$ cat config.mk
export PLATFORM = sky130hd
export DESIGN_NAME = led_pattern_driver
export DESIGN_NICKNAME = d
export VERILOG_FILES = /design/src/rtl/led_pkg.sv /design/src/rtl/led_pwm.sv /design/src/rtl/led_pattern_driver.sv
export SDC_FILE = /design/constraint.sdc
export NUM_CORES = 1
export LEC_CHECK = 0
export BUFFER_PORTS_ARGS = -buffer_cell sky130_fd_sc_hd__buf_2
export CORE_ASPECT_RATIO = 1.25
export CORE_MARGIN = 10
export CORE_UTILIZATION = 37
export DETAILED_ROUTE_END_ITERATION = 8
export PLACE_DENSITY = 0.52
export SYNTH_ARGS = -nofsm -noshare
export SYNTH_HDL_FRONTEND = slang
export SYNTH_SLANG_ARGS = --single-unit
$ cat constraint.sdc
create_clock -name clk -period 3.13 [get_ports clk]
set_input_delay 0.1565 -clock clk [delete_from_list [all_inputs] [get_ports clk]]
set_output_delay 0.1565 -clock clk [all_outputs]
set_load 0.005 [all_outputs]
$ cat src/rtl/led_pkg.sv
// Shared types for the LED pattern driver: pattern mode encoding and bounce direction.
package led_pkg;

    typedef enum logic [1:0] {
        MODE_OFF    = 2'd0,
        MODE_ALL    = 2'd1,
        MODE_BOUNCE = 2'd2,
        MODE_COUNT  = 2'd3
    } led_mode_t;

    localparam logic DIR_UP   = 1'b1;
    localparam logic DIR_DOWN = 1'b0;

endpackage

$ cat src/rtl/led_pwm.sv
// Free-running brightness PWM; all-ones duty forces the output permanently on.
module led_pwm #(
    parameter int unsigned PWM_BITS = 8
) (
    input  logic                clk,
    input  logic                rst_n,
    input  logic [PWM_BITS-1:0] duty,
    output logic                pwm_on
);

    localparam logic [PWM_BITS-1:0] DUTY_FULL = {PWM_BITS{1'b1}};

    logic [PWM_BITS-1:0] pwm_cnt;

    always_ff @(posedge clk or negedge rst_n) begin
        if (!rst_n) begin
            pwm_cnt <= '0;
        end else begin
            pwm_cnt <= pwm_cnt + PWM_BITS'(1);
        end
    end

    assign pwm_on = (duty == DUTY_FULL) | (pwm_cnt < duty);

endmodule

$ cat src/rtl/led_pattern_driver.sv
// Turns rising edges of blink into pattern steps (off / all / bounce / count), PWM-gated onto leds.
module led_pattern_driver
    import led_pkg::*;
#(
    parameter int unsigned NUM_LEDS = 8,
    parameter int unsigned PWM_BITS = 8,
    parameter int unsigned POS_W    = $clog2(NUM_LEDS)
) (
    input  logic                clk,
    input  logic                rst_n,
    input  logic                blink,
    input  logic [1:0]          mode,
    input  logic [PWM_BITS-1:0] duty,
    output logic [NUM_LEDS-1:0] leds,
    output logic                step_tick,
    output logic [POS_W-1:0]    pos
);

    localparam logic [POS_W-1:0]    POS_TOP = POS_W'(NUM_LEDS - 1);
    localparam logic [NUM_LEDS-1:0] PAT_ONE = NUM_LEDS'(1);

    logic                blink_q;
    logic                rise;
    led_mode_t           mode_in;
    led_mode_t           mode_q;
    led_mode_t           mode_nxt;
    logic [NUM_LEDS-1:0] pat;
    logic [NUM_LEDS-1:0] pat_nxt;
    logic [POS_W-1:0]    pos_nxt;
    logic                dir;
    logic                dir_nxt;
    logic                pwm_on;

    assign rise    = blink & ~blink_q;
    assign mode_in = led_mode_t'(mode);

    led_pwm #(
        .PWM_BITS (PWM_BITS)
    ) u_pwm (
        .clk    (clk),
        .rst_n  (rst_n),
        .duty   (duty),
        .pwm_on (pwm_on)
    );

    // A step with a new mode only loads that mode's start pattern; otherwise the pattern advances.
    always_comb begin
        mode_nxt = mode_q;
        pat_nxt  = pat;
        pos_nxt  = pos;
        dir_nxt  = dir;
        if (rise) begin
            if (mode_in != mode_q) begin
                mode_nxt = mode_in;
                pos_nxt  = '0;
                dir_nxt  = DIR_UP;
                case (mode_in)
                    MODE_OFF:    pat_nxt = '0;
                    MODE_ALL:    pat_nxt = '1;
                    MODE_BOUNCE: pat_nxt = PAT_ONE;
                    MODE_COUNT:  pat_nxt = '0;
                endcase
            end else begin
                case (mode_q)
                    MODE_OFF:    pat_nxt = '0;
                    MODE_ALL:    pat_nxt = '1;
                    MODE_BOUNCE: begin
                        // Turn around on the step that reaches an end, so ends are lit once per sweep.
                        if (dir == DIR_UP) begin
                            if (pos == POS_TOP) begin
                                dir_nxt = DIR_DOWN;
                                pos_nxt = pos - POS_W'(1);
                            end else begin
                                pos_nxt = pos + POS_W'(1);
                            end
                        end else begin
                            if (pos == '0) begin
                                dir_nxt = DIR_UP;
                                pos_nxt = pos + POS_W'(1);
                            end else begin
                                pos_nxt = pos - POS_W'(1);
                            end
                        end
                        pat_nxt = PAT_ONE << pos_nxt;
                    end
                    MODE_COUNT:  pat_nxt = pat + NUM_LEDS'(1);
                endcase
            end
        end
    end

    always_ff @(posedge clk or negedge rst_n) begin
        if (!rst_n) begin
            blink_q   <= 1'b0;
            step_tick <= 1'b0;
            mode_q    <= MODE_OFF;
            pat       <= '0;
            pos       <= '0;
            dir       <= DIR_UP;
            leds      <= '0;
        end else begin
            blink_q   <= blink;
            step_tick <= rise;
            mode_q    <= mode_nxt;
            pat       <= pat_nxt;
            pos       <= pos_nxt;
            dir       <= dir_nxt;
            leds      <= pat & {NUM_LEDS{pwm_on}};
        end
    end

endmodule

==> impl_metrics.env <==
export IMPL_r2r_cells=7
export IMPL_cp_start_kind="flop"
export IMPL_port_buffer_count=24
export IMPL_grt_pass1_vias=1508
export IMPL_syn_to_final_growth_pct=16.49
export IMPL_cp_data_arrival_time_ns=2.40
export IMPL_drv_slew=0
export IMPL_ir_worst_vdd_v=0.0002751
export IMPL_grt_max_degree=33
export IMPL_crit_type="flop to flop"
export IMPL_hold_depth=3
export IMPL_drtIter0Drc=36
export IMPL_drive_gt1_share_pct=15.84
export IMPL_synth_cell_type_count=35
export IMPL_hold_viol=0
export IMPL_cts_tree="done"
export IMPL_vias=1469
export IMPL_drc=0
export IMPL_cp_end_kind="flop"
export IMPL_grt_usage_pct=10.46
export IMPL_dp_hpwl_microns=3093
export IMPL_setup_viol=0
export IMPL_postCtsSetupBuffers=0
export IMPL_initial_core_util_pct=38.21
export IMPL_synth_fp_nets=218
export IMPL_p_leak_uw=0.0009874
export IMPL_max_freq_ghz=0.4472
export IMPL_setup_tns_ns=0
export IMPL_ctsResizeCount=0
export IMPL_finalNetCount=247
export IMPL_clkTransAtPathRegs_ns=0.07
export IMPL_gp_congestion=0.8488
export IMPL_hold_buffers=2
export IMPL_seqCellArea_sq_um=802.0
export IMPL_ys_seq_area_share_pct=44.05
export IMPL_fp_dieH_microns=98.43
export IMPL_maxCapViolCount=0
export IMPL_htreeDepth=2
export IMPL_synthesis_area_sq_um=1820
export IMPL_cts_buffer_depth=2
export IMPL_timing_final_crit_period_ns=2.236
export IMPL_overflow=0
export IMPL_status="completed"
export IMPL_die_area_sq_um=8144
export IMPL_ys_ff_latch=32
export IMPL_hold_path_class="input pin to flop"
export IMPL_coreArea_sq_um=4765
export IMPL_grt_first_pass_wirelength_microns=6844
export IMPL_viasPerCell=5.228
export IMPL_syn_avg_cell_area_sq_um=9.531
export IMPL_synth_cells=191
export IMPL_antenna_left=0
export IMPL_worst_slew_pin_slew_ns=0.7263
export IMPL_num_antenna_cells=0
export IMPL_post_route_util_pct=44.51
export IMPL_antenna_found_initial=0
export IMPL_crit_fanout=11
export IMPL_ys_warn_count=0
export IMPL_power_density_nw_per_um2=509.9
export IMPL_rsz0062_at_grt="no"
export IMPL_slew_headroom_pct=51.58
export IMPL_fp_dieW_microns=82.74
export IMPL_cts_sink_count=32
export IMPL_fill_cells=480
export IMPL_fin_worst_skew_ns=0.005377
export IMPL_final_period_utilization_pct=71.45
export IMPL_cts_root_buffer="clkbuf_8"
export IMPL_first_pass_iters=4
export IMPL_routed_wl_microns=4027
export IMPL_num_rows=28
export IMPL_cp_required_ns=3.30
export IMPL_clkLatencyLatePin_ns=0.28
export IMPL_cts_made_buffers=5
export IMPL_wl_per_cell_microns=14.33
export IMPL_pin_count=25
export IMPL_multi_input_area_sq_um=947.2
-- routing by layer --
layer,vias up,share of wire [%],track usage (%)
met5,-,0,0
met4,0,2.8,4.774
met3,10,6.8,3.364
met2,35,52,18.04
met1,697,38,11.04
li1,727,-,-
-- sequential cells by signal (all words and copies together) (netlist names) --
signal / cells
pos: 3
dir: 1
pat: 8
mode_q: 2
blink_q: 1
step_tick: 1
u_pwm.pwm_cnt: 8
leds: 8
-- worst paths after layout --
kind                                  start          endpoint  slack [ns]
min reg2reg                u_pwm.pwm_cnt[0]  u_pwm.pwm_cnt[0]        0.47
max                                  pos[0]            pat[7]        0.89
min                                 mode[0]         mode_q[0]        0.18
max in group asynchronous             rst_n         mode_q[1]        2.19
max reg2reg                          pos[0]            pat[7]        0.89
min in group asynchronous             rst_n         mode_q[0]        0.47
-- worst max-delay path, stage by stage, from the launching register on --
cell and delay, ns:
dfrtp_1 0.52, inv_1 0.15, ha_1 0.25, nor3_1 0.19, nor3_1 0.08, o22ai_1 0.51, nor3_1 0.13, o32a_1 0.31
-- final cells by class --
cell class	count	share of cell area [%]
clock buffer	6	3.422
clock inverter	2	1.652
inverter	13	2.301
multi-input combinational	142	44.66
sequential	32	37.82
tap	60	3.540
timing repair buffer	26	6.608
-- per-stage QoR --
step                      total power, uW  area (sq um)  setup WS (ns)  hold slack (ns)  std cells
after floorplan                     630.4          1821          1.176          -0.1391        191
after global placement              702.7          1993          1.007           0.2479        271
after detailed placement            705.6          1993         0.9036           0.2611        271
after CTS                            1100          2121         0.9021           0.1762        281
after global routing                 1147          2121         0.6499           0.1853        281
final                                1081          2121         0.8936           0.1835        281
-- report_power, final --
group	switching (uW)	internal (uW)
Clock	148	236
Sequential	50.2	459
Combinational	101	87.9
Total	299	783
-- synth_stat cells, drive strengths merged --
cell type / instances / area (sq um)
a21boi: 2 / 15.01
or3: 3 / 18.77
nand3b: 1 / 7.510
nand2: 19 / 71.32
a31oi: 1 / 6.260
dfrtp: 31 / 775.7
o211ai: 1 / 7.510
nor2b: 13 / 88.83
a311oi: 2 / 17.52
and3: 3 / 18.77
a211oi: 3 / 22.52
a2111oi: 1 / 8.760
inv: 13 / 48.80
nor2: 10 / 37.54
nand3: 9 / 45.04
a21oi: 13 / 68.82
buf: 1 / 11.26
clkbuf: 3 / 11.26
a21o: 1 / 7.510
o31ai: 1 / 7.510
xor2: 5 / 43.79
xnor2: 9 / 78.83
o32a: 2 / 20.02
o2111a: 1 / 11.26
nor3b: 1 / 18.77
nand2b: 2 / 12.51
nand4: 5 / 31.28
o21ai: 11 / 55.05
nor3: 5 / 25.02
dfstp: 1 / 26.28
ha: 14 / 175.2
o21a: 1 / 7.510
o22ai: 3 / 18.77
-- placed cells by master (no fill, tap or decap), types with 5 or more instances in the layout --
cell      synthesis  final
nor3_1            5      5
a21oi_1          12     12
nand4_1           5      5
nor2_1           10     10
xor2_1            5      5
nand2_1          19     19
o21ai_0          11     11
nand3_1           9      9
inv_1            13     13
clkbuf_8          0      5
nor2b_1          12     12
xnor2_1           9      9
dfrtp_1          31     31
buf_2             0     24
ha_1             14     14
-- cells by family after synthesis --
family / count (synthesis) / share of synthesized area (%)
simple gates: 71 / 20.62
compound gates: 43 / 15.05
flops: 32 / 44.06
buf+inv: 17 / 3.918
xor+xnor: 14 / 6.736
fa+ha+maj: 14 / 9.622
No activity file was read; power rests on OpenSTA's default activity.
